$ cat src/rtl/lv_hv_adc_poll.sv
`default_nettype none
// ============================================================================
//  Module   : lv_hv_adc_poll
//  Purpose  : LV-side scheduler that periodically reads the HV ADC shadow
//             register over the one-wire (OWT) link. Sends a read command to
//             the OWT transmitter, waits for the matching OWT receiver frame,
//             handles timeout, error status and bounded retry, and flags good
//             and failed polls.
//  Revision : 1.0 - initial release
// ----------------------------------------------------------------------------
//  Ports
//    i_clk / i_rst_n    clock, asynchronous active-low reset
//    i_poll_en          level, enables periodic polling
//    i_err_clr          pulse, clears o_err_cnt (wins over a same-cycle inc)
//    o_owt_tx_req       read request to OWT tx, held until i_owt_tx_ack
//    o_owt_tx_cmd       {1'b1, ADC_REG_ADDR} while o_owt_tx_req, else 0
//    i_owt_tx_ack       pulse, OWT tx accepted the command
//    i_owt_rx_ack       pulse, OWT rx frame received
//    i_owt_rx_cmd       command field of the received frame
//    i_owt_rx_status    0 = normal, 1 = CRC/parity error
//    o_adc_vld          pulse, good ADC response received
//    o_poll_fail        pulse, retries exhausted
//    o_err_cnt          saturating count of failed polls
//    o_rsp_lat          (LV_HV_POLL_LAT_EN only) tx_ack -> good rx_ack cycles
//    o_busy             1 while a transaction (REQ / WAIT_RSP) is in flight
//  Configuration
//    LV_HV_POLL_LAT_EN  when defined, adds o_rsp_lat and its latency counter
// ============================================================================
module lv_hv_adc_poll #(
  parameter int                OWT_CMD_BIT_NUM = 8,
  parameter int                REG_AW          = 7,
  parameter logic [REG_AW-1:0] ADC_REG_ADDR    = 7'h1F,
  parameter int                POLL_PERIOD_CYC = 1000,
  parameter int                TIMEOUT_CYC     = 200,
  parameter int                MAX_RETRY       = 3,
  parameter int                ERR_CNT_W       = 8
) (
  input  logic                       i_clk,
  input  logic                       i_rst_n,
  input  logic                       i_poll_en,
  input  logic                       i_err_clr,
  output logic                       o_owt_tx_req,
  output logic [OWT_CMD_BIT_NUM-1:0] o_owt_tx_cmd,
  input  logic                       i_owt_tx_ack,
  input  logic                       i_owt_rx_ack,
  input  logic [OWT_CMD_BIT_NUM-1:0] i_owt_rx_cmd,
  input  logic                       i_owt_rx_status,
  output logic                       o_adc_vld,
  output logic                       o_poll_fail,
  output logic [ERR_CNT_W-1:0]       o_err_cnt,
`ifdef LV_HV_POLL_LAT_EN
  output logic [15:0]                o_rsp_lat,
`endif
  output logic                       o_busy
);

  localparam logic [OWT_CMD_BIT_NUM-1:0] RD_CMD = {1'b1, ADC_REG_ADDR};

  localparam int TMO_W = $clog2(TIMEOUT_CYC + 1);
  localparam int PER_W = $clog2(POLL_PERIOD_CYC + 1);
  localparam int RTY_W = (MAX_RETRY < 1) ? 1 : $clog2(MAX_RETRY + 1);

  localparam logic [TMO_W-1:0] TMO_LAST = TMO_W'(TIMEOUT_CYC - 1);
  localparam logic [PER_W-1:0] PER_LAST = PER_W'(POLL_PERIOD_CYC - 1);
  localparam logic [RTY_W-1:0] RTY_MAX  = RTY_W'(MAX_RETRY);

  typedef enum logic [1:0] {
    ST_IDLE        = 2'd0,
    ST_REQ         = 2'd1,
    ST_WAIT_RSP    = 2'd2,
    ST_WAIT_PERIOD = 2'd3
  } state_t;

  state_t               state;
  state_t               state_nxt;
  logic [TMO_W-1:0]     tmo_cnt;
  logic [PER_W-1:0]     per_cnt;
  logic [RTY_W-1:0]     retry_cnt;
  logic                 good_rsp;
  logic                 err_evt;
  logic                 fail_evt;
  logic                 tx_req;
  logic                 busy;
  logic                 adc_vld_q;
  logic                 poll_fail_q;
  logic [ERR_CNT_W-1:0] err_cnt_q;

  // --------------------------------------------------------------------------
  // State register
  // --------------------------------------------------------------------------
  always_ff @(posedge i_clk or negedge i_rst_n) begin
    if (!i_rst_n) begin
      state <= ST_IDLE;
    end else begin
      state <= state_nxt;
    end
  end

  // --------------------------------------------------------------------------
  // Next state and decoded outputs
  // --------------------------------------------------------------------------
  always_comb begin
    state_nxt = state;
    tx_req    = 1'b0;
    busy      = 1'b0;
    good_rsp  = 1'b0;
    err_evt   = 1'b0;
    fail_evt  = 1'b0;
    case (state)
      ST_IDLE: begin
        if (i_poll_en) state_nxt = ST_REQ;
      end
      ST_REQ: begin
        tx_req = 1'b1;
        busy   = 1'b1;
        if (i_owt_tx_ack) state_nxt = ST_WAIT_RSP;
      end
      ST_WAIT_RSP: begin
        busy = 1'b1;
        // A received frame always takes priority over a coinciding timeout.
        // A mismatched frame that lands on the timeout cycle defers the
        // timeout by one cycle, hence the >= compare.
        if (i_owt_rx_ack) begin
          if (i_owt_rx_status)            err_evt  = 1'b1;
          else if (i_owt_rx_cmd == RD_CMD) good_rsp = 1'b1;
        end else if (tmo_cnt >= TMO_LAST) begin
          err_evt = 1'b1;
        end
        fail_evt = err_evt && (retry_cnt >= RTY_MAX);
        if (good_rsp || fail_evt) begin
          state_nxt = i_poll_en ? ST_WAIT_PERIOD : ST_IDLE;
        end else if (err_evt) begin
          state_nxt = ST_REQ;
        end
      end
      ST_WAIT_PERIOD: begin
        if (!i_poll_en)              state_nxt = ST_IDLE;
        else if (per_cnt == PER_LAST) state_nxt = ST_REQ;
      end
      default: state_nxt = ST_IDLE;
    endcase
  end

  // --------------------------------------------------------------------------
  // Timeout, period and retry counters
  // --------------------------------------------------------------------------
  always_ff @(posedge i_clk or negedge i_rst_n) begin
    if (!i_rst_n) begin
      tmo_cnt   <= '0;
      per_cnt   <= '0;
      retry_cnt <= '0;
    end else begin
      if (state == ST_WAIT_RSP) begin
        if (tmo_cnt != {TMO_W{1'b1}}) tmo_cnt <= tmo_cnt + TMO_W'(1);
      end else begin
        tmo_cnt <= '0;
      end

      if (state == ST_WAIT_PERIOD && per_cnt != PER_LAST) begin
        per_cnt <= per_cnt + PER_W'(1);
      end else begin
        per_cnt <= '0;
      end

      if (good_rsp || fail_evt) begin
        retry_cnt <= '0;
      end else if (err_evt) begin
        retry_cnt <= retry_cnt + RTY_W'(1);
      end
    end
  end

  // --------------------------------------------------------------------------
  // Registered status pulses and failure counter
  // --------------------------------------------------------------------------
  always_ff @(posedge i_clk or negedge i_rst_n) begin
    if (!i_rst_n) begin
      adc_vld_q   <= 1'b0;
      poll_fail_q <= 1'b0;
      err_cnt_q   <= '0;
    end else begin
      adc_vld_q   <= good_rsp;
      poll_fail_q <= fail_evt;
      if (i_err_clr) begin
        err_cnt_q <= '0;
      end else if (fail_evt && err_cnt_q != {ERR_CNT_W{1'b1}}) begin
        err_cnt_q <= err_cnt_q + ERR_CNT_W'(1);
      end
    end
  end

`ifdef LV_HV_POLL_LAT_EN
  // Loaded with 1 while in REQ so that the value sampled on the good-response
  // edge equals the number of edges since the accepting tx_ack edge.
  logic [15:0] lat_cnt;
  logic [15:0] rsp_lat_q;

  always_ff @(posedge i_clk or negedge i_rst_n) begin
    if (!i_rst_n) begin
      lat_cnt   <= 16'd0;
      rsp_lat_q <= 16'd0;
    end else begin
      if (state == ST_REQ) begin
        lat_cnt <= 16'd1;
      end else if (state == ST_WAIT_RSP && lat_cnt != 16'hFFFF) begin
        lat_cnt <= lat_cnt + 16'd1;
      end
      if (good_rsp) rsp_lat_q <= lat_cnt;
    end
  end

  assign o_rsp_lat = rsp_lat_q;
`endif

  assign o_owt_tx_req = tx_req;
  assign o_owt_tx_cmd = tx_req ? RD_CMD : '0;
  assign o_busy       = busy;
  assign o_adc_vld    = adc_vld_q;
  assign o_poll_fail  = poll_fail_q;
  assign o_err_cnt    = err_cnt_q;

endmodule
`default_nettype wire
$ cat config.mk
export PLATFORM = sky130hd
export DESIGN_NAME = lv_hv_adc_poll
export DESIGN_NICKNAME = d
export VERILOG_FILES = /design/src/rtl/lv_hv_adc_poll.sv
export SDC_FILE = /design/constraint.sdc
export NUM_CORES = 1
export LEC_CHECK = 0
export ABC_AREA = 0
export CAP_MARGIN = 20
export CORE_AREA = 5 5 71 73
export DETAILED_ROUTE_END_ITERATION = 8
export DIE_AREA = 0 0 76 78
export GPL_TIMING_DRIVEN = 0
export PLACE_DENSITY = 0.8
export SLEW_MARGIN = 20
export SYNTH_ARGS = -nofsm -noshare
export SYNTH_HDL_FRONTEND = slang
export SYNTH_SLANG_ARGS = --single-unit
export TNS_END_PERCENT = 20
$ cat constraint.sdc
create_clock -name i_clk -period 4.3 [get_ports i_clk]
set_input_delay 1.29 -clock i_clk [delete_from_list [all_inputs] [get_ports i_clk]]
set_output_delay 1.29 -clock i_clk [all_outputs]
set_load 0.01 [all_outputs]
# Yosys cells after proc, flatten, opt, wreduce, memory -nomap -nowiden

Index checks and enable logic that the tools add are counted.

Bits in registers: 32
Bits in latches: 0
Bits in writable memories: 0
Bits in read-only memories: 0
Input port bits: 15
Word-level logic and storage cells: 65
Memories: 0

Add/sub/neg operators: 4
Multipliers: 0
Div/mod/pow operators: 0
Order comparisons: 2
Eq/ne operators: 13
Shift-type cells: 0
Muxes and demuxes: 29
Bitwise logic cells: 0
Reduce and logical (&&, ||, !) cells: 10

Operator list:

| operator                                                  | number |
|---|---|
| 2-to-1 mux 8 bit                                          | 5 |
| 2-to-1 mux 2 bit                                          | 9 |
| adder 8 x 1 -> 8 bit (second input constant)              | 2 |
| != test 8 bit (second input constant)                     | 2 |
| 2-to-1 mux 1 bit                                          | 13 |
| adder 10 x 1 -> 10 bit (second input constant)            | 1 |
| == test 10 bit (second input constant)                    | 1 |
| 2-to-1 mux 10 bit                                         | 1 |
| != test 10 bit (second input constant)                    | 1 |
| == test 8 bit (second input constant)                     | 1 |
| greater-or-equal comparator 8 bit (second input constant) | 1 |
| case mux 2 bit (4 select lines)                           | 1 |
| != test 3 bit (second input constant)                     | 2 |
| == test 2 bit (second input constant)                     | 2 |
| != test 2 bit (second input constant)                     | 2 |
| AND reduction 4 bit                                       | 1 |
| nonzero test 2 bit                                        | 2 |
| logical AND 1 bit                                         | 3 |
| adder 2 x 1 -> 2 bit (second input constant)              | 1 |
| == test 2 x 1 -> 1 bit (second input constant)            | 1 |
| greater-or-equal comparator 2 bit (second input constant) | 1 |
| logical NOT 2 bit                                         | 1 |
| logical OR 1 bit                                          | 2 |
| != test 2 x 1 -> 1 bit (second input constant)            | 1 |
| OR reduction 2 bit                                        | 1 |

# Logic depth before layout (Yosys ltp)

Gate-level depths: netlist (run 1).

Depth in word-level cells: 9
Depth in mapped cells: 7

# Worst setup path before layout (run 1)

Ideal clock, no wire load.

Path type: in2reg
Start point: input port i_owt_rx_ack
End point: register err_cnt_q[5], in the netlist o_err_cnt[5]
Library setup time: 0.125 ns
Data arrival time: 2.342 ns
Required time: 4.175 ns
Setup slack: 1.833 ns
Stages: 4
Path through: and3b_2 o221ai_4 nor4_1 mux2_2

Word-level cells in the longest chain between the ends: 6

Ends and longest elaborated chain:

| item                         | line | text |
|---|---|---|
| start: declaration           | 45   | `input logic i_owt_rx_ack,` |
| 2-to-1 mux 1 bit             | 123  | `if (i_owt_rx_ack) begin` |
| 2-to-1 mux 1 bit             | 109  | `case (state)` |
| logical AND 1 bit            | 129  | `fail_evt = err_evt && (retry_cnt >= RTY_MAX);` |
| 2-to-1 mux 1 bit             | 109  |  |
| logical AND 1 bit            | 186  | `end else if (fail_evt && err_cnt_q != {ERR_CNT_W{1'b1}}) begin` |
| nonzero test 2 bit (no line) | --   |  |
| end signal: assignment       | 187  | `err_cnt_q <= err_cnt_q + ERR_CNT_W'(1);` |
| end: declaration             | 86   | `logic [ERR_CNT_W-1:0] err_cnt_q;` |

Every way passes these cells. The select of a mux whose other input is x is not followed.
A chain may end at the register's enable or synchronous reset.

# Final worst setup path (run 1)

Start point: register state[1]
End point: output port o_owt_tx_cmd[2]

Word-level cells in the longest chain between the ends: 3

Ends and longest elaborated chain:

| item                     | line | text |
|---|---|---|
| start: declaration       | 74   | `state_t state;` |
| start signal: assignment | 95   | `state <= state_nxt;` |
| == test 2 x 1 -> 1 bit   | 109  |  |
| 2-to-1 mux 1 bit         | 109  |  |
| 2-to-1 mux 8 bit         | 216  | `assign o_owt_tx_cmd = tx_req ? RD_CMD : '0;` |
| end: declaration         | 43   | `output logic [OWT_CMD_BIT_NUM-1:0] o_owt_tx_cmd,` |

Every way passes these cells.

==> run summary, run 1 <==
The flow ran to the end, and the final reports show no timing, DRC or antenna violations. Critical path start-end classification: flip-flop to primary output. For this run the aggregate overflow at the end of global routing stands at 0.

The number of cells on the worst hold path was 1; the max-capacitance violation count was 0. By area the synthesized netlist is led by dfrtp_1 (42%), ha_1 (5.9%), nor2_1 (4.9%). CTS root buffer: clkbuf_8. Subtracting the final worst setup slack from the clock period gives 3.139 ns. The total area inside the core boundary comes to 0.004294 mm2. For the worst supply voltage drop on vdd, the log shows 148.4 uV. The fraction of final layout cells sized beyond drive strength 1 works out to 0.1422. The number of enable flip-flop cells after synthesis works out to 0.

Vertical die dimension: 78 um. The initial antenna violation count came out at 0. The tools report the number of iterations in the first detailed-routing pass as 4. The tools report the achievable clock frequency as 0.3186 GHz. The critical path starts at state[1]$_DFFE_PN0P_. For the count of instances resized after the clock tree is built, the log shows 0. The critical register-to-register path endpoint was o_err_cnt[5]$_DFFE_PN0P_.

Area share of the largest cell type after synthesis: 0.4219. The post-synthesis async set-or-reset flop share came out at 1.000. Final hold analysis gives a worst-case slack of 0.4838 ns. The tools report the max-slew violation count as 0. The tools report the routability congestion estimate from global placement as 0.8384. In this run, post-CTS hold repair placed 0 buffers.

The measured slew at the worst slew-check pin was 0.6971 ns. Setup slack on the worst reg-to-reg path comes out at 2.34 ns. The vias after detailed routing was 1545; the wire length per cell was 13.44 um. The number of setup buffers added after CTS is 0. Clock tree synthesis inserted a total of 5 buffers.

The floorplan step defined a die boundary enclosing 0.005928 mm2. The worst setup path is captured at a primary output. Input and output buffers added on the ports amount to 32. For the largest buffer count on any clock path, the log shows 2. The min-delay analysis places its worst path in the category flip-flop to flip-flop. For the final routed wirelength across all metal layers, the log shows 3.816 mm.

The startpoint type of the worst setup path was a flip-flop. The maximum number of pins on one net before global-route repair is 33. Power spread over the standard cell area amounts to 407.8 mW/mm2.

TritonCTS built the clock tree. The path depth of the worst reg2reg path came out at 7. The largest area contributor in the netlist is dfrtp_1. The average instance in the mapped netlist occupies 9.938 um2. For the final routed database, the setup TNS stands at 0 ns. For the final database, setup skew stands at 0.004901 ns.

For the top-level I/O count, the log shows 35. The startpoint identified for the worst hold timing path is per_cnt[0]$_DFF_PN0_. The first routing iteration left 53 violations.

For the worst slew slack as a fraction of its limit, the log shows 0.5353. Clock edge transition at the registers on the reported setup and hold paths: 0.07 ns. Setup repair after global routing left no endpoint under its margin.

The most instantiated flip-flop cell in the synthesis netlist was dfrtp_1. For this run, design rule violations remaining after detail routing come to 0. Setup violations remaining at the end of the flow were counted as 0.

In this run the critical register-to-register path is launched from state[0]$_DFFE_PN0P_. In the routed layout, each cell is associated on average with a via count of 5.440. In this run the static leakage power is 0.9855 nW.

The top cell types in the final layout, fill and taps aside, are dfrtp_1 (32), clkdlybuf4s50_1 (31), nor2_1 (25). The global-route wire length before repair was 6.837 mm. The repair_antennas step left the layout with diodes totalling 0.

The number of instances in the synthesized netlist is 191, and the HPWL after detailed placement is 2.784 mm. The number of different library cells used by synthesis comes to 50. The later pin in the worst-skew pair is clocked with a latency of 0.29 ns.

After floorplanning, the core was divided into 24 placement rows. The initial standard-cell utilization of the core was 0.4420. The layout overhead on the synthesized area was 25.12%.

The logs give 276 for the cell count after placement and 0.4219 for the sequential share of the synthesized area. The area of the mapped netlist was 0.001898 mm2; the synthesized flop and latch total was 32. The maximum fanout encountered on the critical timing path is 8, and the critical path data arrival time is 1.85 ns. Measured along the x axis, the die boundary spans 76 um. The number of nets still failing antenna checks after routing came out at 0. The library cell used most frequently in the layout, excluding fill and tap cells, is dfrtp_1. For the count of non-filler cells in the finished layout, the log shows 284. The hold violation count in the final report came out at 0. The tools report the number of levels in the clock H-tree as 2.

The run gives 32 as the sink count of the clock tree. The logs give 0 for the count of warnings emitted by yosys and 0.5530 for the share of the core filled with cells. The net count of the finished layout is 255.

Final period utilization: 0.7300. The via count of the first global-routing pass was 1505; the worst endpoint required time was 3.01 ns. For the global routing usage summed across all routing layers, the log shows 0.1383. For hold timing, the worst endpoint is per_cnt[0]$_DFF_PN0_.
## area by class of cell
class | instances | area (um2)
timing repair buffer | 32 | 315.3
buffer | 11 | 96.34
clock inverter | 3 | 23.77
multi-input combinational | 140 | 970.9
tap | 52 | 65.06
sequential | 32 | 800.8
inverter | 9 | 33.78
clock buffer | 5 | 68.82
fill | 383 | 1919
## sequential cells by signal, indices dropped and copies added, names as in the netlist
signal	flops
tmo_cnt	8
state	2
retry_cnt	2
per_cnt	10
o_adc_vld	1
o_poll_fail	1
o_err_cnt	8
## metrics by stage
| stage | worst slack (ns) | power (W) | instance area [um2] |
|---|---|---|---|
| after floorplan | 1.833 | 0.0005878 | 1902 |
| after global placement | 1.232 | 0.0007299 | 2287 |
| after detailed placement | 1.219 | 0.0007414 | 2282 |
| after CTS | 1.144 | 0.0009814 | 2375 |
| after global routing | 1.044 | 0.001032 | 2375 |
| final | 1.161 | 0.0009683 | 2375 |
## cells in the mapped netlist, types with 2 or more instances
| master | instances |
|---|---|
| nor2b_1 | 2 |
| or3_1 | 4 |
| o31ai_1 | 3 |
| nand4b_1 | 3 |
| nand2b_1 | 3 |
| nor4_1 | 3 |
| inv_1 | 9 |
| o2111ai_1 | 4 |
| nor2_1 | 25 |
| dfrtp_1 | 32 |
| nand3_1 | 5 |
| xnor2_1 | 3 |
| mux2i_1 | 3 |
| ha_1 | 9 |
| a21oi_1 | 6 |
| and4_1 | 2 |
| nand2_1 | 12 |
| buf_6 | 2 |
| nor3_1 | 5 |
| mux2_2 | 4 |
| nor3b_1 | 2 |
| o21ai_0 | 7 |
| buf_4 | 8 |
| xor2_1 | 7 |
| nand4_1 | 3 |
## routing by layer
layer / GRT usage / share of wire / vias up
li1: - / - / 768
met1: 0.1725 / 0.46 / 738
met2: 0.2235 / 0.47 / 35
met3: 0.04861 / 0.063 / 4
met4: 0.04448 / 0.012 / 0
met5: 0 / 0 / -
## worst max-delay path, cell delays in order, from the launching register on
cell and delay, ns:
dfrtp_1 0.43, inv_1 0.14, ha_1 0.31, buf_4 0.15, clkdlybuf4s50_1 0.53
## cell families (layout without fill, tap and decap cells)
family,count (synthesis),in the layout,share of synthesized area
other,1,2,0.001976
adders and majority gates,9,9,0.05933
xor gates and xnor gates,10,10,0.04615
buffers and inverters,20,60,0.06855
muxes,7,7,0.03955
and+or+nand+nor,76,76,0.2109
DFF,32,32,0.4219
AOI/OAI and AO/OA,36,36,0.1516
## how the worst max path moves through the flow
stage                          endpoint  slack (ns)  cells after the start
2_1_floorplan  o_err_cnt[5]$_DFFE_PN0P_        1.83                      4
3_3_place_gp   o_err_cnt[5]$_DFFE_PN0P_        1.23                      5
3_5_place_dp   o_err_cnt[5]$_DFFE_PN0P_        1.22                      5
4_1_cts                 o_owt_tx_cmd[2]        1.14                      4
5_1_grt                 o_owt_tx_cmd[2]        1.04                      4
6_report                o_owt_tx_cmd[2]        1.16                      4
## where the power goes
| part | total, W | leakage [nW] | internal (W) | switching [W] |
|---|---|---|---|---|
| Sequential | 0.000355 | 0.441 | 0.000329 | 0.0000260 |
| Clock | 0.000238 | 0.0404 | 0.000114 | 0.000124 |
| Combinational | 0.000376 | 0.504 | 0.000208 | 0.000168 |
Power figures use the tool's default switching activity.
==> inputs of run 2 (changes only) <==
--- a/config.mk
+++ b/config.mk
@@ -11,7 +11,7 @@
 export DETAILED_ROUTE_END_ITERATION = 8
 export DIE_AREA = 0 0 76 78
 export GPL_TIMING_DRIVEN = 0
-export PLACE_DENSITY = 0.8
+export PLACE_DENSITY = 0.83
 export SLEW_MARGIN = 20
 export SYNTH_ARGS = -nofsm -noshare
 export SYNTH_HDL_FRONTEND = slang
==> constraint.sdc (replaced) <==
create_clock -name i_clk -period 2.7 [get_ports i_clk]
set_input_delay 0.81 -clock i_clk [delete_from_list [all_inputs] [get_ports i_clk]]
set_output_delay 0.81 -clock i_clk [all_outputs]
set_load 0.01 [all_outputs]
==> run summary, run 2 (synthesis results as in run 1) <==
The run finished with clean final reports. Max-capacitance violation count: 0 (unchanged). The worst reg-to-reg setup slack is 0.65 ns (-1.69 ns), and the path depth of the worst reg2reg path is 7 (unchanged). The tools report the number of CTS-inserted buffers as 5 (unchanged). The starting DRC count in detailed routing is 108 (+100%), and the layout overhead on the synthesized area is 27.55%.

The clock period could shrink to 2.542 ns. For the number of iterations in the first detailed-routing pass, the log shows 4 (unchanged). The maximum fanout encountered on the critical timing path was 8 (unchanged); the number of cells on the worst hold path was 1 (unchanged). Critical hold path startpoint: per_cnt[0]$_DFF_PN0_. The CTS root buffer was clkbuf_8. The run gives 0.5267 (-0.008558) as the worst slew slack as a fraction of its limit. Walking the worst path, the cells encountered are inv_1 -> ha_4 -> buf_4 -> clkdlybuf4s50_1.

The final period utilization is 0.9413. TritonCTS built the clock tree. The tools report the hold violation count in the final report as 0 (unchanged). In this run the critical register-to-register path is captured at o_err_cnt[5]$_DFFE_PN0P_.

The final hold slack is 0.4802 ns (-0.003569 ns). Worst-case setup slack after placement: 0.06435 ns (-1.155 ns). For the total congestion overflow after global routing, the log shows 0 (unchanged). The vias after detailed routing was 1538 (-0.45%). Final worst setup slack: 0.1585 ns (-1.003 ns). STA classifies the critical path endpoint as a primary output. The via-per-instance ratio was 5.415 (-0.45%).

The critical register-to-register path startpoint was state[0]$_DFFE_PN0P_. The initial antenna violation count was 0 (unchanged); the number of flip-flops under the largest register name was 10 (unchanged). Critical path's slowest cell: clkdlybuf4s50_1. The area enclosed by the die boundary was 0.005928 mm2 (unchanged). For the number of levels in the clock H-tree, the log shows 2 (unchanged). The worst supply voltage drop on vdd is 268.9 uV (+81%), and the routability congestion estimate from global placement is 0.7762 (-7.4%). The worst endpoint required time came out at 1.89 ns (-1.12 ns).

The final routed wirelength across all metal layers is 3.776 mm (-1.0%), and the number of buffer and inverter instances along the worst setup path is 3 (unchanged). The number of filler cells placed in the layout was 391 (+2.1%). For the number of nets still failing antenna checks after routing, the log shows 0 (unchanged).

The startpoint type of the worst setup path is a flip-flop. The count of inserted antenna diode cells is 0 (unchanged). The critical path in this run is classified as flip-flop to primary output.

For the top-level I/O count, the log shows 35 (unchanged). The tools report the multi-input combinational cell area as 983.4 um2 (+1.3%). Among cell families on the critical path, the largest total delay comes from buffers and inverters. The tools report the post-CTS setup buffer count as 0 (unchanged). For hold timing, the worst endpoint is per_cnt[0]$_DFF_PN0_.

The measured slew at the worst slew-check pin was 0.7099 ns (+0.01284 ns). The DRC violation count after routing is 0 (unchanged). Commonest non-fill, non-tap cell in the layout: dfrtp_1.

The logs give 1.010 nW (+2.5%) for the leakage power summed over all cells and 0.29 ns (about the same) for the latest clock arrival within the worst-skew pair. The run gives 2.803 mm (+0.67%) as the HPWL after detailed placement. Setup repair after global routing left no endpoint under its margin.

The clock skew is 0.01021 ns (+0.005305 ns). The die boundary width is 76 um (unchanged), and the initial standard-cell utilization of the core is 0.4420 (unchanged). Critical path's largest stage delay: 0.53 ns (about the same). The tools report the global-route wire length before repair as 6.624 mm (-3.1%). Setup total negative slack: 0 ns (unchanged). In the layout the commonest cells are dfrtp_1 (32), clkdlybuf4s50_1 (31), nor2_1 (25). The max-slew violation count was 0 (unchanged). More flip-flops sit in one register than any other, and that register is per_cnt. The run gives 24 (unchanged) as the number of rows created at floorplan.

The critical path data arrival time is 1.73 ns (-0.12 ns), and the count of port buffers added during placement is 32 (unchanged). The fraction of final layout cells sized beyond drive strength 1 came out at 0.1466 (+0.004310). The worst min-delay path category is flip-flop to flip-flop.

The clock edge transition at the registers on the reported setup and hold paths is 0.07 ns (about the same), and the area inside the core boundary is 0.004294 mm2 (unchanged). The total power divided by cell area came out at 697.2 mW/mm2 (+71%). Derived from the worst setup path, the maximum achievable clock frequency is 0.3935 GHz.

The depth of the critical timing path with buffers and inverters included was 4 (unchanged); the wire length per cell was 13.30 um (-1.0%). The number of nets in the layout was 255 (unchanged); the area taken by flip-flops and latches was 800.8 um2 (unchanged). The vertical die dimension is 78 um (unchanged), and the via count of the first global-routing pass is 1497 (-0.53%). The maximum number of pins on one net before global-route repair was 33 (unchanged); the sink count of the clock tree was 32 (unchanged). The global routing usage summed across all routing layers was 0.1338 (-0.004462); the setup-violating endpoint count in the final report was 0 (unchanged). Largest buffer count on any clock path: 2 (unchanged).
run 2: changes by cell type in the layout (fill, tap and decap cells not counted):
cell,before,now
ha_1,9,8
ha_4,0,1
clkbuf_8,6,8
clkinv_4,1,0
bufinv_16,0,1
clkinvlp_4,2,0
run 2: worst max-delay path by stage:
stage | slack [ns] | start | end
floorplan | 0.71 | i_owt_rx_ack | o_err_cnt[5]$_DFFE_PN0P_
global placement | 0.06 | i_owt_rx_ack | o_err_cnt[5]$_DFFE_PN0P_
detailed placement | 0.06 | i_owt_rx_ack | o_err_cnt[5]$_DFFE_PN0P_
CTS | 0.08 | state[1]$_DFFE_PN0P_ | o_owt_tx_cmd[2]
global route | 0.06 | state[1]$_DFFE_PN0P_ | o_owt_tx_cmd[1]
finish | 0.16 | state[1]$_DFFE_PN0P_ | o_owt_tx_cmd[2]
run 2: power breakdown:
group	total, W	internal, W	leakage (nW)	switching, W
logic	0.000614	0.000343	0.505	0.000271
clock network	0.000504	0.000326	0.0645	0.000178
registers	0.000570	0.000524	0.441	0.0000463
total	0.00169	0.00119	1.01	0.000495
run 2: area by class of cell:
cell class	count	share of cell area
Buffer	11	0.03979
Clock buffer	7	0.03979
Clock inverter	1	0.01240
Inverter	9	0.01395
Multi-Input combinational cell	140	0.4062
Sequential cell	32	0.3307
Tap cell	52	0.02687
Timing Repair Buffer	32	0.1302
run 2: metal layers:
| metal | global-route usage | part of all wire |
|---|---|---|
| met3 | 0.04745 | 0.066 |
| met1 | 0.1686 | 0.48 |
| met5 | 0 | 0 |
| met4 | 0.05694 | 0.011 |
| met2 | 0.2072 | 0.44 |
run 2: stage by stage:
step           std cells  total power (W)  utilization  cell area [um2]
3_3_place_gp         276         0.001160       0.5326             2287
6_report             284         0.001688       0.5638             2421
5_1_grt              284         0.001786       0.5638             2421
4_1_cts              284         0.001695       0.5615             2411
3_5_place_dp         276         0.001181       0.5315             2282
2_1_floorplan        192        0.0009362            -             1902
run 2: timing repair:
action	in CTS	in global routing
hold buffers	0	0
gates resized for setup	1	1
endpoints found under the setup margin	1	6
pin swaps	0	0
